File: config.mk
export PLATFORM = sky130hd
export DESIGN_NAME = slice_sequencer
export DESIGN_NICKNAME = d
export VERILOG_FILES = /design/src/rtl/slice_sequencer.sv
export SDC_FILE = /design/constraint.sdc
export NUM_CORES = 1
export LEC_CHECK = 0
export BUFFER_PORTS_ARGS = -buffer_cell sky130_fd_sc_hd__buf_4
export CAP_MARGIN = 20
export CORE_MARGIN = 3
export CORE_UTILIZATION = 64
export CTS_CLUSTER_SIZE = 20
export DETAILED_ROUTE_END_ITERATION = 8
export GPL_TIMING_DRIVEN = 0
export PLACE_DENSITY = 0.92
export RECOVER_POWER = 25
export SETUP_SLACK_MARGIN = 0.5
export SLEW_MARGIN = 20
export SYNTH_ARGS = -nofsm -noshare
export SYNTH_HDL_FRONTEND = slang
export SYNTH_SLANG_ARGS = --single-unit
File: constraint.sdc
create_clock -name clk -period 3.2 [get_ports clk]
set_input_delay 0 -clock clk [delete_from_list [all_inputs] [get_ports clk]]
set_output_delay 0 -clock clk [all_outputs]
set_load 0.01 [all_outputs]
File: src/rtl/slice_sequencer.sv
// Slice job sequencer: debounces start/pause keys, runs an IDLE/RUN/PAUSED/DONE
// FSM and counts completed slices until the job is complete.
module slice_sequencer #(
  parameter int DEBOUNCE_CYCLES = 500000,
  parameter int NUM_SLICES      = 16
) (
  input  logic       clk,
  input  logic       rst_n,
  input  logic       key_start_n_i,
  input  logic       key_pause_n_i,
  input  logic       slice_done_i,
  output logic       start_o,
  output logic       pause_o,
  output logic       finish_o,
  output logic [4:0] slice_num_o,
  output logic       run_o,
  output logic [1:0] state_dbg_o
);

  localparam int CW = (DEBOUNCE_CYCLES > 1) ? $clog2(DEBOUNCE_CYCLES) : 1;
  localparam logic [CW-1:0] CNT_LAST = CW'(DEBOUNCE_CYCLES - 1);
  localparam logic [4:0] SLICE_PRE = 5'(NUM_SLICES - 1);

  typedef enum logic [1:0] {
    IDLE   = 2'd0,
    RUN    = 2'd1,
    PAUSED = 2'd2,
    DONE   = 2'd3
  } state_t;

  // Bit 0 carries the start key, bit 1 the pause key.
  logic [1:0]    key_raw;
  logic [1:0]    sync1_q, sync1_d;
  logic [1:0]    sync2_q, sync2_d;
  logic [1:0]    deb_q, deb_d;
  logic [1:0]    deb_prev_q, deb_prev_d;
  logic [1:0]    evt_q, evt_d;
  logic [CW-1:0] stab_q [2];
  logic [CW-1:0] stab_d [2];

  state_t        state_q, state_d;
  logic [4:0]    slices_q, slices_d;
  logic          start_q, start_d;
  logic          pause_q, pause_d;
  logic          run_q, run_d;
  logic          finish_q, finish_d;

  assign key_raw = {key_pause_n_i, key_start_n_i};

  // The stability counter runs only while the synchronized level disagrees
  // with the debounced level; any agreement restarts it.
  always_comb begin
    sync1_d    = key_raw;
    sync2_d    = sync1_q;
    deb_d      = deb_q;
    deb_prev_d = deb_q;
    evt_d      = deb_prev_q & ~deb_q;
    for (int k = 0; k < 2; k++) begin
      stab_d[k] = '0;
      if (sync2_q[k] != deb_q[k]) begin
        if (stab_q[k] == CNT_LAST) begin
          deb_d[k] = sync2_q[k];
        end else begin
          stab_d[k] = stab_q[k] + 1'b1;
        end
      end
    end
  end

  always_ff @(posedge clk or negedge rst_n) begin
    if (!rst_n) begin
      sync1_q    <= 2'b11;
      sync2_q    <= 2'b11;
      deb_q      <= 2'b11;
      deb_prev_q <= 2'b11;
      evt_q      <= 2'b00;
      stab_q[0]  <= '0;
      stab_q[1]  <= '0;
    end else begin
      sync1_q    <= sync1_d;
      sync2_q    <= sync2_d;
      deb_q      <= deb_d;
      deb_prev_q <= deb_prev_d;
      evt_q      <= evt_d;
      stab_q[0]  <= stab_d[0];
      stab_q[1]  <= stab_d[1];
    end
  end

  // A completing slice wins over a same-cycle pause press.
  always_comb begin
    state_d  = state_q;
    slices_d = slices_q;
    start_d  = 1'b0;
    pause_d  = 1'b0;
    case (state_q)
      IDLE: begin
        if (evt_q[0]) begin
          state_d = RUN;
          start_d = 1'b1;
        end
      end
      RUN: begin
        if (slice_done_i) begin
          slices_d = slices_q + 1'b1;
        end
        if (slice_done_i && (slices_q == SLICE_PRE)) begin
          state_d = DONE;
        end else if (evt_q[1]) begin
          state_d = PAUSED;
          pause_d = 1'b1;
        end
      end
      PAUSED: begin
        if (evt_q[1]) begin
          state_d = RUN;
          pause_d = 1'b1;
        end
      end
      DONE: begin
        state_d = DONE;
      end
      default: begin
        state_d = IDLE;
      end
    endcase
    run_d    = (state_d == RUN);
    finish_d = (state_d == DONE);
  end

  always_ff @(posedge clk or negedge rst_n) begin
    if (!rst_n) begin
      state_q  <= IDLE;
      slices_q <= 5'd0;
      start_q  <= 1'b0;
      pause_q  <= 1'b0;
      run_q    <= 1'b0;
      finish_q <= 1'b0;
    end else begin
      state_q  <= state_d;
      slices_q <= slices_d;
      start_q  <= start_d;
      pause_q  <= pause_d;
      run_q    <= run_d;
      finish_q <= finish_d;
    end
  end

  assign start_o     = start_q;
  assign pause_o     = pause_q;
  assign finish_o    = finish_q;
  assign run_o       = run_q;
  assign slice_num_o = slices_q;
  assign state_dbg_o = state_q;

endmodule

==> run summary, run 1 <==
CTS root buf -> clkbuf_8
Worst-Skew Late Latency -> 330 ps
Arr. time, crit path -> 2410 ps
Clock Tree Buf Depth -> 2
GRT Overall Usage -> 0.2291
YS warnings -> 0
Synth Instances -> 261
Compound-cell area share of the yosys netlist -> 0.06883
Final nets -> 305
Seq cells post-synth -> 59
Core area -> 0.004086 mm2
Synthesized-area fraction occupied by adder cells -> 0.04049
GP Congestion -> 0.8595
Peak Freq -> 462.9 MHz
RSZ-0062 raised after global routing -> no
Startpoint Class -> flop
Peak VDD IR -> 0.0004679 V
Die ar. -> 0.005173 mm2
Worst-path clk slew -> 60 ps
Layout cells sized above 1 -> 0.1520
CP required -> 3450 ps
Filler cell count in the final layout -> 260
Post-synthesis mux area share -> 0.01215
Mapped Avg Cell Area -> 10.66 um2
Vias -> 2,041
Largest cells by area after synthesis -> dfrtp_1 46%, dfstp_2 7.6%, xnor2_1 5.7%, nor2_1 4.5%, xor2_1 4.1%
CTS resizes -> 0
Residual DRC -> 0
Post-Route WL -> 5247 um
Final Hold Vio Count -> 0
# Max-Cap Violations -> 0
Crit path kind -> reg -> reg
Post-CTS setup buffer count -> 0
Worst Setup End Kind -> flop
Largest net degree at the start of global routing -> 60
Std cell rows -> 23
Most frequent cells in the layout -> 51 x dfrtp_1, 33 x nor2_1, 19 x nand2_1, 18 x xnor2_1
Die W -> 71.93 um
Initial Util -> 0.6806
Netlist Area Pre-Place -> 0.002781 mm2
Number of global-route vias before repair -> 1,961
Net count after synthesis -> 275
Clock Skews -> 6.914 ps
Status -> finished clean
Reg2reg path depth -> 5
Initial antenna violation count -> 0
Post-synthesis simple-gate area fraction -> 0.2249
Largest family of logic cells by synthesized area -> simple AND/OR/NAND/NOR gates
GR Overflow Total -> 0
Yosys top cell area share -> 0.4588
Hold Path Cell Cnt -> 2
CTS tree -> yes
Hold_buf cts -> 4
Most common cell after layout, fill and taps aside -> dfrtp_1
Slew headroom -> 0.07884
TritonRoute pass-1 iters -> 4
ANT cells -> 0
Antenna-violating nets left -> 0
First-pass GRT wire length -> 8894 um
Hold Crit Class -> in -> reg
Detail Placement HPWL -> 3566 um
Final setup violating endpoints -> 0
# placed instances -> 326
Layout Cells excl Fill -> 346
Slew Limit Fails -> 0
P_leak -> 0.001371 uW
Via-per-instance ratio -> 5.899
Htree depth -> 3
Largest area contributor in the netlist -> dfrtp_1
Post-synthesis sequential area ratio -> 0.5344
First DRT Iteration DRCs -> 197
Synthesis-to-finish area growth -> 14.58%
IO Port Bufs -> 15
Worst-margin pin slew -> 1382 ps
Xor and xnor area share after synthesis -> 0.09762
Final worst path period share -> 0.6751
Routed len/inst -> 15.16 um
Setup TNS -> 0 ps
TritonCTS buffer count -> 9
IO Count -> 16
Pwr/cell area -> 478.5 mW/mm2
Synth unique cells -> 40
Clk sink count -> 59
Die Span Y -> 71.93 um
Tmin final -> 2160 ps
Highest fanout seen on the critical path -> 6
-- registers in the layout, summed over array words and instances (netlist names) --
| register | cells |
|---|---|
| deb_prev_d | 2 |
| pause_o | 1 |
| start_o | 1 |
| state_dbg_o | 2 |
| stab_q | 38 |
| sync2_q | 2 |
| evt_q | 2 |
| deb_prev_q | 2 |
| sync1_q | 2 |
| slice_num_o | 5 |
| run_o | 1 |
| finish_o | 1 |
-- logic make-up after synthesis --
family,after synthesis
xor+xnor,31
buf+inv,15
mux,3
compound gates,27
simple gates,117
flops,59
fa+ha+maj,9
-- worst max-delay path, cell delays in order (launching register included) --
cell     delay [ps]
dfrtp_1         380
ha_1            230
nand4_1         290
or4_1           670
or3_1           340
a21oi_1         180
-- cells in the mapped netlist (all sizes together) --
master  count
dfrtp      51
nor2       33
nand2      19
xnor2      18
nand3      14
xor2       13
a21oi      10
inv        10
ha          9
nand4       9
dfstp       8
nor4        7
o21ai       6
and4        5
nor3        5
or4         5
nor2b       4
o31ai       4
or3         4
and2        3
and3        3
buf         3
mux2        3
clkbuf      2
o41ai       2
a21boi      1
a21o        1
and4bb      1
nand2b      1
nand4b      1
nor4b       1
o21a        1
o311ai      1
o41a        1
or3b        1
or4b        1
-- worst paths after layout --
| path | from | endpoint | slack (ps) |
|---|---|---|---|
| max in group asynchronous | rst_n | stab_q[0] | 1830 |
| worst min register to register | sync1_q[1] | sync2_q[1] | 360 |
| worst max register to register | stab_q[19] | stab_q[37] | 1040 |
| worst max-delay path | stab_q[19] | stab_q[37] | 1040 |
| worst min-delay path | key_start_n_i | sync1_q[0] | 330 |
| min in group asynchronous | rst_n | stab_q[34] | 540 |
-- where the power goes --
group	leakage (uW)	switching (uW)	internal [uW]	total, uW
Combinational	0.000475	29.7	14.8	44.6
Clock	0.000110	282	433	715
Sequential	0.000786	8.48	757	765
-- metal layers --
layer | vias up | share of wire | global-route usage
li1 | 976 | - | -
met3 | 16 | 0.051 | 0.05402
met2 | 66 | 0.48 | 0.3592
met5 | - | 0 | 0
met1 | 983 | 0.44 | 0.2916
met4 | 0 | 0.029 | 0.1357
-- final cells by class --
type                            instances  area, um2  area share
Sequential cell                        59       1486      0.4664
Multi-Input combinational cell        187       1235      0.3875
Timing Repair Buffer                   19      135.1     0.04240
Clock buffer                           10      127.6     0.04005
Clock inverter                          6      80.08     0.02513
Tap cell                               50      62.56     0.01963
Inverter                               10      37.54     0.01178
Buffer                                  5      22.52    0.007067
-- per-stage QoR --
step | cell area, um2 | hold slack (ps) | utilization | worst slack [ps] | total power [uW]
final | 3187 | 330.3 | 0.7799 | 1040 | 1525
after global routing | 3187 | 316.0 | 0.7799 | 825.7 | 1584
after CTS | 3204 | 275.4 | 0.7841 | 1036 | 1542
after detailed placement | 2957 | 97.14 | 0.7235 | 1071 | 820.8
after global placement | 2957 | 92.31 | 0.7235 | 1030 | 819.0
after floorplan | 2781 | -295.6 | - | 1273 | 796.1
Power figures use the tool's default switching activity.
==> run 2: changes to the inputs <==
- ABC_AREA: default -> 1
- CORE_UTILIZATION: 64 -> 61
- PLACE_DENSITY: 0.92 -> 0.88
- clock period: 3.2 -> 2.1 ns (I/O delays scaled with it)
==> run summary, run 2 <==
Worst setup path start -> slice_num_o[1]
Sequential share of power -> 0.466 (-0.036)
Startpoint Class -> flop
Ys flop type -> dfrtp_1
Largest cells by area after synthesis -> dfrtp_1 40%, nor2_1 12%, nand2_1 8.3%, dfstp_2 6.6%, inv_1 5.6%
Clock Tree Buf Depth -> 2 (unchanged)
Worst-margin pin slew -> 1411 ps (+28.97 ps)
Dpl cell area -> 0.003359 mm2 (+14%)
Final setup violating endpoints -> 0 (unchanged)
First-pass GRT wire length -> 11,610 um (+30%)
Synth unique cells -> 27 (-33%)
R2r startpoint -> slice_num_o[1]
# Max-Cap Violations -> 0 (unchanged)
CTS root buf -> clkbuf_8
Final worst path period share -> 0.7421 (+0.06702)
Most common cell after layout, fill and taps aside -> nor2_1
Core area -> 0.004880 mm2 (+19%)
TritonRoute pass-1 iters -> 4 (unchanged)
Highest fanout seen on the critical path -> 3 (-3)
CP required -> 2360 ps (-1090 ps)
Slowest CP cell -> dfrtp_1
Final cell utilization of the core -> 0.7505 (-0.02934)
Detail Placement HPWL -> 4482 um (+26%)
Synth Instances -> 401 (+54%)
Crit path kind -> reg -> reg
Largest register FFs -> 38 (unchanged)
GP Congestion -> 0.9235 (+7.4%)
Final Cell Area -> 0.003662 mm2 (+15%)
Worst Setup End Kind -> flop
CTS tree -> yes
Arr. time, crit path -> 1820 ps (-590 ps)
FF+latch area -> 0.001486 mm2 (unchanged)
YS warnings -> 0 (unchanged)
Die W -> 78.01 um (+8.5%)
Layout cells sized above 1 -> 0.1549 (+0.002870)
Peak VDD IR -> 0.0005201 V (+11%)
Htree depth -> 3 (unchanged)
RSZ-0062 raised after global routing -> yes
Clock power frac -> 0.506 (+0.037)
Multi-input gate area -> 0.001498 mm2 (+21%)
Initial Util -> 0.6482 (-0.03244)
Vias -> 2,660 (+30%)
Ys async rst share -> 1.000 (unchanged)
Top cell by count, worst path -> nand2_1
Final nets -> 448 (+47%)
Largest area contributor in the netlist -> dfrtp_1
Filler cell count in the final layout -> 349 (+34%)
Clk sink count -> 59 (unchanged)
Min Hold Slack -> 322.9 ps (-7.319 ps)
Number of global-route vias before repair -> 2,635 (+34%)
Mapped Avg Cell Area -> 7.888 um2 (-26%)
GR Overflow Total -> 0 (unchanged)
TritonCTS buffer count -> 9 (unchanged)
Seq cells post-synth -> 59 (unchanged)
IO Count -> 16 (unchanged)
Worst-Skew Late Latency -> 330 ps (about the same)
Tmin final -> 1558 ps (-601.9 ps)
IO Port Bufs -> 15 (unchanged)
Residual DRC -> 0 (unchanged)
Int Power -> 1991 uW (+65%)
ANT cells -> 0 (unchanged)
Slew Limit Fails -> 0 (unchanged)
Final Hold Vio Count -> 0 (unchanged)
Std cell rows -> 25 (+8.7%)
Netlist Area Pre-Place -> 0.003163 mm2 (+14%)
Largest net degree at the start of global routing -> 60 (unchanged)
Pwr/cell area -> 681.0 mW/mm2 (+42%)
GRT Overall Usage -> 0.2415 (+0.01238)
Worst reg2reg setup slack -> 540 ps (-500 ps)
Setup TNS -> 0 ps (unchanged)
Peak Freq -> 641.6 MHz (+39%)
Yosys top cell area share -> 0.4035 (-0.05536)
Synthesis-to-finish area growth -> 15.78%
Slew headroom -> 0.05953 (-0.01931)
First DRT Iteration DRCs -> 211 (+7.1%)
Most frequent cells in the layout -> 100 x nor2_1, 69 x nand2_1, 51 x dfrtp_1, 47 x inv_1, 35 x nand3_1
Hold path startpoint -> key_start_n_i
Post-Route WL -> 6687 um (+27%)
Post-synth EDFFs -> 0 (unchanged)
Total Power -> 2494 uW (+64%)
Initial antenna violation count -> 0 (unchanged)
Hold Crit Class -> in -> reg
Commonest cells in the synthesized netlist -> 101 x nor2_1, 70 x nand2_1, 51 x dfrtp_1
Antenna-violating nets left -> 0 (unchanged)
Status -> finished clean
P_leak -> 0.001630 uW (+19%)
Clock Skews -> 7.748 ps (+0.8346 ps)
Switching share of power -> 0.2017 (-0.008286)
Net count after synthesis -> 415 (+51%)
Comb power frac -> 0.027 (-0.002)
Worst-path clk slew -> 70 ps (about the same)
Routed len/inst -> 13.22 um (-13%)
Die Span Y -> 78.01 um (+8.5%)
Psw -> 503.1 uW (+57%)
Most common cell in the synthesized netlist -> nor2_1
Crit path largest cell delay -> 390 ps (-280 ps)
Post-synthesis sequential area ratio -> 0.4699 (-0.06448)
Biggest register -> stab_q
Cell-by-cell trace of the critical path -> ha_2 -> nand2_1 -> nor2_1 -> ha_2 -> nand2_2 -> nand3_1 -> nand2_1 -> nand3b_1 -> nand2_1 -> nand2_1 -> nor2_1
Die ar. -> 0.006086 mm2 (+18%)
Via-per-instance ratio -> 5.257 (-11%)
[run 2: area by class of cell]
cell class,count,share of cell area
inverters,50,0.05125
well taps,67,0.02289
clock inverters,5,0.02733
plain buffers,1,0.002050
multi-input cells,291,0.4090
repair buffers,22,0.04305
clock buffers,11,0.03861
flip-flops and latches,59,0.4059
[run 2: cell families (layout without fill, tap and decap cells)]
| family | after synthesis | after routing | synth area share |
|---|---|---|---|
| simple gates | 237 | 237 | 0.3299 |
| flops | 59 | 59 | 0.4699 |
| buf+inv | 51 | 89 | 0.06171 |
| compound gates | 22 | 22 | 0.03600 |
| xor+xnor | 22 | 22 | 0.06329 |
| fa+ha+maj | 9 | 9 | 0.03560 |
| mux | 1 | 1 | 0.003560 |
[run 2: final timing paths]
check / to / cells past startpoint
min in group asynchronous: pause_o / 2
worst max-delay path: run_o / 11
worst min-delay path: sync1_q[0] / 2
worst min register to register: sync2_q[1] / 0
worst max register to register: run_o / 11
max in group asynchronous: stab_q[28] / 2
[run 2: layer usage]
| metal | up-vias | global-route usage | routed length [um] |
|---|---|---|---|
| met3 | 28 | 0.04702 | 345 |
| li1 | 1304 | - | - |
| met1 | 1242 | 0.3141 | 3023 |
| met4 | 0 | 0.1259 | 221 |
| met2 | 86 | 0.3844 | 3096 |
| met5 | - | 0 | 0 |
[run 2: per-stage QoR]
stage,worst slack (ps),cells
finish,541.5,506
global placement,547.1,483
CTS,504.2,505
detailed placement,425.6,483
floorplan,613.2,401
global route,423.7,506
[run 2: power by group through the flow]
stage / combinational, uW / clock (uW) / sequential, uW
5_1_grt: 80.4 / 1320 / 1160
2_1_floorplan: 27.9 / 0 / 1180
3_5_place_dp: 65.4 / 0 / 1180
3_3_place_gp: 61.7 / 0 / 1180
6_report: 68.5 / 1260 / 1160
4_1_cts: 71.4 / 1270 / 1160
[run 2: timing repair]
item,4_1_cts,5_1_grt
pin swaps,1,4
setup buffers,2,1
setup endpoints to repair,3,6
endpoints found under the hold margin,54,0
gates cloned,0,0
hold buffers,4,0
gates resized for setup,2,5
[run 2: worst max-delay path: cells and delay by family, from the launching register on]
family,cells,cell delay (ps)
adders and majority gates,2,370
and+or+nand+nor,9,740
DFF,1,390
